--- config.mk ---
export PLATFORM = sky130hd
export DESIGN_NAME = multi_clock_generator
export DESIGN_NICKNAME = d
export VERILOG_FILES = /design/src/rtl/multi_clock_generator.sv
export SDC_FILE = /design/constraint.sdc
export NUM_CORES = 1
export LEC_CHECK = 0
export ABC_AREA = 1
export CAP_MARGIN = 20
export CORE_MARGIN = 2
export CORE_UTILIZATION = 30
export CTS_CLUSTER_SIZE = 14
export DETAILED_ROUTE_END_ITERATION = 12
export SKIP_LAST_GASP = 1
export SYNTH_ARGS = -nofsm -noshare
export SYNTH_HDL_FRONTEND = slang
export SYNTH_SLANG_ARGS = --single-unit
--- constraint.sdc ---
create_clock -name clk -period 1.87 [get_ports clk]
set_input_delay 0.374 -clock clk [delete_from_list [all_inputs] [get_ports clk]]
set_output_delay 0.374 -clock clk [all_outputs]
set_load 0.03 [all_outputs]
--- src/rtl/multi_clock_generator.sv ---
// Purpose : NUM_CH independent programmable clock/pulse generators (phase, high time, low time, pulse count).
// Latency : clk_out first rises P+1 edges after the start edge; every output is driven from a flop.
// Backpressure: none; start/stop are single-cycle commands that are always accepted, and stop wins over start.
//
// Ports:
//   clk, rst_n                 reference clock and asynchronous active-low reset
//   start, stop                launch (latches cfg for ch_en channels) / abort all channels
//   ch_en                      per-channel enable, sampled only when start is taken
//   cfg_phase/ton/toff/pulses  per-channel config, channel i at [i*CNT_W +: CNT_W]
//   clk_out, busy, done        generated waveform, running flag, end-of-train pulse
//   cfg_err                    sticky flag for a start with ton=0 and toff=0
module multi_clock_generator #(
  parameter int NUM_CH = 4,
  parameter int CNT_W  = 16
) (
  input  logic                    clk,
  input  logic                    rst_n,
  input  logic                    start,
  input  logic                    stop,
  input  logic [NUM_CH-1:0]       ch_en,
  input  logic [NUM_CH*CNT_W-1:0] cfg_phase,
  input  logic [NUM_CH*CNT_W-1:0] cfg_ton,
  input  logic [NUM_CH*CNT_W-1:0] cfg_toff,
  input  logic [NUM_CH*CNT_W-1:0] cfg_pulses,
  output logic [NUM_CH-1:0]       clk_out,
  output logic [NUM_CH-1:0]       busy,
  output logic [NUM_CH-1:0]       done,
  output logic [NUM_CH-1:0]       cfg_err
);

  localparam logic [1:0] ST_IDLE  = 2'd0;
  localparam logic [1:0] ST_PHASE = 2'd1;
  localparam logic [1:0] ST_HIGH  = 2'd2;
  localparam logic [1:0] ST_LOW   = 2'd3;

  localparam logic [CNT_W-1:0] ONE = CNT_W'(1);

  for (genvar i = 0; i < NUM_CH; i++) begin : g_ch
    logic [1:0]       state_q, state_d;
    logic [CNT_W-1:0] cnt_q, cnt_d;       // cycles left in the current phase, minus one
    logic [CNT_W-1:0] pcnt_q, pcnt_d;     // periods left in a finite train
    logic [CNT_W-1:0] ton_q, ton_d;
    logic [CNT_W-1:0] toff_q, toff_d;
    logic [CNT_W-1:0] pulses_q, pulses_d;
    logic             clk_out_q, clk_out_d;
    logic             busy_q, busy_d;
    logic             done_q, done_d;
    logic             err_q, err_d;
    logic             end_period;
    logic             next_period;
    logic [CNT_W-1:0] ph_in, ton_in, toff_in, pulses_in;

    assign ph_in     = cfg_phase[i*CNT_W +: CNT_W];
    assign ton_in    = cfg_ton[i*CNT_W +: CNT_W];
    assign toff_in   = cfg_toff[i*CNT_W +: CNT_W];
    assign pulses_in = cfg_pulses[i*CNT_W +: CNT_W];

    always_comb begin
      state_d     = state_q;
      cnt_d       = cnt_q;
      pcnt_d      = pcnt_q;
      ton_d       = ton_q;
      toff_d      = toff_q;
      pulses_d    = pulses_q;
      clk_out_d   = clk_out_q;
      done_d      = 1'b0;
      err_d       = err_q;
      end_period  = 1'b0;
      next_period = 1'b0;

      // PHASE is loaded with P and left when it reaches zero, so a zero
      // phase still costs exactly the one cycle that puts the rise at E1.
      case (state_q)
        ST_PHASE: begin
          if (cnt_q == '0) next_period = 1'b1;
          else             cnt_d = cnt_q - ONE;
        end
        ST_HIGH: begin
          if (cnt_q == '0) begin
            if (toff_q != '0) begin
              state_d   = ST_LOW;
              clk_out_d = 1'b0;
              cnt_d     = toff_q - ONE;
            end else begin
              end_period = 1'b1;
            end
          end else begin
            cnt_d = cnt_q - ONE;
          end
        end
        ST_LOW: begin
          if (cnt_q == '0) end_period = 1'b1;
          else             cnt_d = cnt_q - ONE;
        end
        default: ;
      endcase

      // A period ends after its LOW part (or after HIGH when toff is zero).
      if (end_period) begin
        if (pulses_q != '0 && pcnt_q == ONE) begin
          state_d   = ST_IDLE;
          clk_out_d = 1'b0;
          cnt_d     = '0;
          done_d    = 1'b1;
        end else begin
          next_period = 1'b1;
          if (pulses_q != '0) pcnt_d = pcnt_q - ONE;
        end
      end

      // Begin a period; a zero ton goes straight to LOW (toff is then nonzero).
      if (next_period) begin
        if (ton_q != '0) begin
          state_d   = ST_HIGH;
          clk_out_d = 1'b1;
          cnt_d     = ton_q - ONE;
        end else begin
          state_d   = ST_LOW;
          clk_out_d = 1'b0;
          cnt_d     = toff_q - ONE;
        end
      end

      // Commands override the running sequence; an aborted train never signals done.
      if (stop) begin
        state_d   = ST_IDLE;
        clk_out_d = 1'b0;
        cnt_d     = '0;
        done_d    = 1'b0;
      end else if (start && ch_en[i]) begin
        ton_d     = ton_in;
        toff_d    = toff_in;
        pulses_d  = pulses_in;
        pcnt_d    = pulses_in;
        clk_out_d = 1'b0;
        done_d    = 1'b0;
        if (ton_in == '0 && toff_in == '0) begin
          state_d = ST_IDLE;
          cnt_d   = '0;
          err_d   = 1'b1;
        end else begin
          state_d = ST_PHASE;
          cnt_d   = ph_in;
          err_d   = 1'b0;
        end
      end

      busy_d = (state_d != ST_IDLE);
    end

    always_ff @(posedge clk or negedge rst_n) begin
      if (!rst_n) begin
        state_q   <= ST_IDLE;
        cnt_q     <= '0;
        pcnt_q    <= '0;
        ton_q     <= '0;
        toff_q    <= '0;
        pulses_q  <= '0;
        clk_out_q <= 1'b0;
        busy_q    <= 1'b0;
        done_q    <= 1'b0;
        err_q     <= 1'b0;
      end else begin
        state_q   <= state_d;
        cnt_q     <= cnt_d;
        pcnt_q    <= pcnt_d;
        ton_q     <= ton_d;
        toff_q    <= toff_d;
        pulses_q  <= pulses_d;
        clk_out_q <= clk_out_d;
        busy_q    <= busy_d;
        done_q    <= done_d;
        err_q     <= err_d;
      end
    end

    assign clk_out[i] = clk_out_q;
    assign busy[i]    = busy_q;
    assign done[i]    = done_q;
    assign cfg_err[i] = err_q;
  end

endmodule
Yosys cells after proc, flatten, opt, wreduce, memory -nomap -nowiden

Index checks and enable logic that the tools add are counted.

Input port bits: 264
Logic and storage cells: 309
Flip-flop bits (word level): 344

Bitwise gates (word level): 1
Add/subtract/negate cells: 16
Mux-type cells: 188
Reduce and logical (&&, ||, !) cells: 48
Equality and inequality tests: 16

Operators by type and width:

| operator                                           | number |
|---|---|
| 2-to-1 mux 16 bit                                  | 60 |
| subtractor 16 x 1 -> 16 bit, second input constant | 16 |
| zero test 16 bit                                   | 12 |
| nonzero test 16 bit                                | 12 |
| one-hot mux 16 bit (2 select lines)                | 4 |
| 2-to-1 mux 1 bit                                   | 88 |
| == test 16 x 1 -> 1 bit, second input constant     | 4 |
| 2-to-1 mux 2 bit                                   | 32 |
| == test 2 bit, second input constant               | 8 |
| logical AND 1 bit                                  | 12 |
| == test 2 x 1 -> 1 bit, second input constant      | 4 |
| one-hot mux 1 bit (2 select lines)                 | 4 |
| AND reduction 2 bit                                | 4 |
| nonzero test 2 bit                                 | 4 |
| OR reduction 2 bit                                 | 4 |
| inverter 1 bit                                     | 1 |

Depth between registers and ports, before layout

Gate-level depths: netlist of run 1.

Depth after elaboration: 10
Depth in mapped cells: 17

Worst setup path after synthesis of run 1

OpenSTA, ideal clock, no wires.

Kind: register -> register
Start point: register g_ch[0].toff_q[0]
End point: register g_ch[0].pcnt_q[14]
Period minus slack after synthesis: 1.872 ns
Required time: 1.752 ns
Cell stages (with the launch flop): 15
Data arrival time: 1.754 ns
Slack: -0.002 ns
Setup time: 0.118 ns
Path through: dfrtp_1 inv_1 ha_1 nand2_1 nor2_1 nand3_4 nand2_4 nand2_4 nor2_4 buf_6 nand2_2 nor2_1 nand2_1 nand3_1 nand2_1

Word-level cells in the longest chain between the ends: 7

Ends and longest elaborated chain:

| what                                 | line | source |
|---|---|---|
| start: declaration                   | 43   | `logic [CNT_W-1:0] toff_q, toff_d;` |
| start signal: assignment             | 168  | `toff_q <= toff_d;` |
| nonzero test 16 bit *                | 80   | `if (toff_q != '0) begin` |
| 2-to-1 mux 1 bit *                   | 80   |  |
| 2-to-1 mux 1 bit *                   | 79   | `if (cnt_q == '0) begin` |
| one-hot mux 1 bit (2 select lines) * | 73   | `case (state_q)` |
| 2-to-1 mux 16 bit *                  | 99   | `if (end_period) begin` |
| 2-to-1 mux 16 bit                    | 130  | `end else if (start && ch_en[i]) begin` |
| 2-to-1 mux 16 bit *                  | 125  | `if (stop) begin` |
| named net g_ch[0].pcnt_d[14]         | 41   | `logic [CNT_W-1:0] pcnt_q, pcnt_d;` |
| end signal: assignment               | 166  | `pcnt_q <= pcnt_d;` |
| end: declaration                     | 41   |  |

The timed path passes the listed nets; every way through them passes the cells marked *.
A chain may end at the register's enable or synchronous reset.

Worst setup path after layout of run 1

Start point: register g_ch[3].cnt_q[0]
End point: register g_ch[3].cnt_q[2]

Word-level cells in the longest chain between the ends: 8
Elaborated cells on any way between the ends: 16
Classes of those cells: add/sub (1); mux (14); reduce/logical (1)

Ends and longest elaborated chain:

| what                                                                           | line   | source |
|---|---|---|
| start: declaration                                                             | 40     | `logic [CNT_W-1:0] cnt_q, cnt_d;` |
| start signal: assignment                                                       | 165    | `cnt_q <= cnt_d;` |
| subtractor 16 x 1 -> 16 bit / zero test 16 bit (equally long branches)         | -      |  |
| 2-to-1 mux 16 bit (tied with other cells)                                      | 75, 92 |  |
| one-hot mux 16 bit (2 select lines) / 2-to-1 mux 1 bit (equally long branches) | 73     |  |
| 2-to-1 mux 16 bit / 2-to-1 mux 1 bit (equally long branches)                   | 100    | `if (pulses_q != '0 && pcnt_q == ONE) begin` |
| 2-to-1 mux 16 bit / 2-to-1 mux 1 bit (equally long branches)                   | 99     |  |
| 2-to-1 mux 16 bit *                                                            | 112    | `if (next_period) begin` |
| 2-to-1 mux 16 bit *                                                            | 130    |  |
| 2-to-1 mux 16 bit *                                                            | 125    |  |
| named net g_ch[3].cnt_d[2]                                                     | 40     |  |

Marked as above.

==> reports/metrics.yaml, run 1 <==
dp_hpwl_um: 73630
floorplan.die.width_um: 286.9
syn_area_sq_um: 24010
grt_max_degree: 65
design.final.nets: 5053
netlist.top_cell.by_area: "dfrtp_1"
outcome: "finished, violations left"
slew_headroom_pct: 51.76
route.vias.total: 28150
final_cell_utilization_of_the_core_pct: 49.71
critPathKind: "reg -> reg"
slew_violations: 0
setup.worst_path.end_class: "register"
route.detailed.drc: 0
clock_tree_from_tritoncts: "yes"
setup.worst_path.start_class: "register"
firstDrtPassIters: 6
synth_cells: 3666
clock.fmax_ghz: 0.4790
die_area_sq_um: 82300
synth_ff_type: "dfrtp_1"
post-synth-top-count-cell: "nand2_1"
ys_warn_count: 0
dominant_combinational_cell_family_by_area_after_synthesis: "simple AND/OR/NAND/NOR gates"
cellLeakagePower_nw: 18.91
required_ps: 2350
global_route.usage.met2_pct: 37.89
placementRows: 103
synth_fa_ha_area_share_pct: 1.459
synth_area_leaders: "dfrtp_1 (36%), nand2_1 (17%), nor2_1 (7.8%)"
synth-edff-count: 0
first_iter_violations: 1987
number_of_antenna_violations_at_the_first_check_in_global_routing: 3
post_synth_and_or_nand_nor_area_fraction_pct: 38.92
route.detailed.vias_per_inst: 4.815
power.total_mw: 30.64
rsz0062_at_grt: "yes"
routed_wl_um: 95260
setup_viol_count_final: 136
dpl_cell_area_sq_um: 33690
finish.instance_area_sq_um: 39330
layout_setup_ws_ps: -217.8
htreeDepth: 2
io_pins: 280
sinks_on_the_clock_net: 344
die_h_um: 286.9
synth_top_area_share_pct: 35.86
final-hold-violation-count: 0
drive_above_1_share_pct: 33.79
wire_per_inst_um: 16.29
final.fill_count: 7646
groute.layer.met1.usage_pct: 29.11
synth-compound-area-share_pct: 10.83
vdd_ir_drop_max_uv: 718.2
synth-seq-area-share_pct: 35.86
worstSkewPairLatency_ps: 600
cp_max_fo: 4
global_route.usage.met3_pct: 2.643
ys_seq_elements: 344
numPortBuffers: 279
r2r.worst_path.cells: 15
synth-xor-area-share_pct: 4.341
synth_fp_nets: 3958
grt_overflow: 0
ys_types: 52
grt.busiest_layer: "met2"
hold_path.class: "in -> async"
cts_root_buffer: "clkbuf_16"
timing.clock.skew_ps: 27.81
synthMuxAreaShare_pct: 0
syn2layout_area_growth_pct: 63.85
ys_async_sr_fraction_pct: 100.0
clock_tree.buffer_depth: 3
initial_utilization_pct: 30.34
worst-slew-pin-transition_ps: 722.9
syn_avg_cell_area_sq_um: 6.548
violations: "setup timing"
grt_first_pass_wirelength_um: 145600
numCtsBuffers: 44
routabilityCongestion: 0.9859
design.core.area_sq_um: 79130
power-per-cell-area_nw_per_um2: 779.1
max_cap_violations: 0
final_period_minus_worst_setup_slack_ps: 2088
final_period_utilization_pct: 111.6
worst_ep_arrival_time_ps: 2560
detail_route_antenna_nets: 0
groute.usage.overall_pct: 22.12
vias_in_the_first_global_route: 27560
clk_transition_reported_paths_ps: 60
yosys-top-cells-count: "nand2_1 (1110), nor2_1 (498), inv_1 (404), dfrtp_1 (344), nand3_1 (297)"
-- metrics by stage --
step / hold slack, ps / setup slack, ps / setup TNS (ps) / cells
final: 267.9 / -217.8 / -12860 / 5846
after global routing: 261.2 / -330.6 / -25940 / 5845
after CTS: 238.2 / -190.8 / -7343 / 5794
after detailed placement: 293.3 / -735.5 / -117510 / 5654
after global placement: 295.3 / -711.7 / -118330 / 5654
after floorplan: 78.41 / 11.30 / 0 / 3666
-- power by group --
group          switching, mW  internal, mW
Clock                   3.69          5.09
Combinational           6.70          5.66
Sequential             0.907          8.59
Total                   11.3          19.3
-- worst max-delay path, stage by stage (launching register included) --
cell and delay [ps]:
dfrtp_1 390, inv_2 90, ha_4 170, inv_2 30, nor2_1 70, nand2_1 70
nor2_2 130, buf_4 130, nand4_1 200, nand2_4 180, buf_6 150, nor2_4 40
a21oi_2 150, o21ai_1 80, nand2_1 70, inv_1 40
-- flip-flops by register name, indices dropped and copies added, names as in the netlist --
register,cells
g_ch.cnt_q,64
g_ch.pcnt_q,64
g_ch.pulses_q,64
g_ch.toff_q,64
g_ch.ton_q,64
g_ch.state_q,8
g_ch.busy_q,4
g_ch.clk_out_q,4
g_ch.done_q,4
g_ch.err_q,4
-- cell usage in the layout (no fill, tap or decap), types with 18 or more instances in the layout --
| cell type | n |
|---|---|
| nor3_1 | 21 |
| nand4_1 | 61 |
| a21oi_1 | 85 |
| buf_6 | 80 |
| nand2_1 | 993 |
| xnor2_1 | 18 |
| o21ai_0 | 211 |
| nor4_1 | 28 |
| inv_2 | 50 |
| o21ai_2 | 32 |
| clkdlybuf4s50_1 | 261 |
| inv_1 | 351 |
| nand3_1 | 203 |
| buf_4 | 754 |
| o21ai_1 | 62 |
| clkbuf_16 | 44 |
| ha_4 | 18 |
| nor2_2 | 116 |
| buf_12 | 33 |
| nor2_1 | 361 |
| nor2_4 | 83 |
| nand2_2 | 96 |
| a21oi_2 | 41 |
| xor2_1 | 77 |
| nand2_4 | 43 |
| dfrtp_1 | 340 |
| nand3_2 | 74 |
| nand3_4 | 30 |
-- metal layers --
metal	vias to the layer above	share of wire [%]
met5	-	0.027
met4	4	3.1
met3	168	5.6
met2	877	48
met1	13170	43
li1	13930	-
-- path summary, 6_finish.rpt --
path	to	slack, ps	from
hold reg to reg	g_ch[1].pulses_q[1]	470	g_ch[1].pulses_q[1]
setup / recovery	g_ch[3].cnt_q[2]	-220	g_ch[3].cnt_q[0]
max in group asynchronous	g_ch[2].cnt_q[3]	820	rst_n
setup reg to reg	g_ch[3].cnt_q[2]	-220	g_ch[3].cnt_q[0]
min in group clk	g_ch[0].pcnt_q[7]	350	cfg_pulses[7]
hold / removal	g_ch[0].pcnt_q[7]	270	rst_n
-- cells by family after synthesis --
| logic type | after synthesis |
|---|---|
| fa+ha+maj | 28 |
| buf+inv | 519 |
| compound gates | 491 |
| flops | 344 |
| simple gates | 2165 |
| xor+xnor | 119 |
-- timing repair --
item                       in CTS  in global routing
hold endpoints to repair       23                  0
hold buffers                    1                  0
setup endpoints to repair     159                146
gates resized for setup       476                451
pin swaps                     193                269
buffers inserted               61                 63
gates cloned                    1                  0
-- cell type report --
type	instances	area (sq um)	area share, %
antenna	1	2.502	0.006362
clock buffer	61	1275	3.241
clock inverter	19	207.7	0.5280
inverter	419	1618	4.113
multi-input combinational	2804	16280	41.40
sequential	344	8613	21.90
tap	1050	1314	3.340
timing repair buffer	1148	10020	25.47
Power figures use the tool's default switching activity.
==> run 2, diff against run 1 <==
--- a/config.mk
+++ b/config.mk
@@ -11,6 +11,7 @@
 export CORE_UTILIZATION = 30
 export CTS_CLUSTER_SIZE = 14
 export DETAILED_ROUTE_END_ITERATION = 12
+export HOLD_SLACK_MARGIN = 0.1
 export SKIP_LAST_GASP = 1
 export SYNTH_ARGS = -nofsm -noshare
 export SYNTH_HDL_FRONTEND = slang
==> results of run 2 <==
No change in the layout: final DEF, timing and power equal those of run 1.
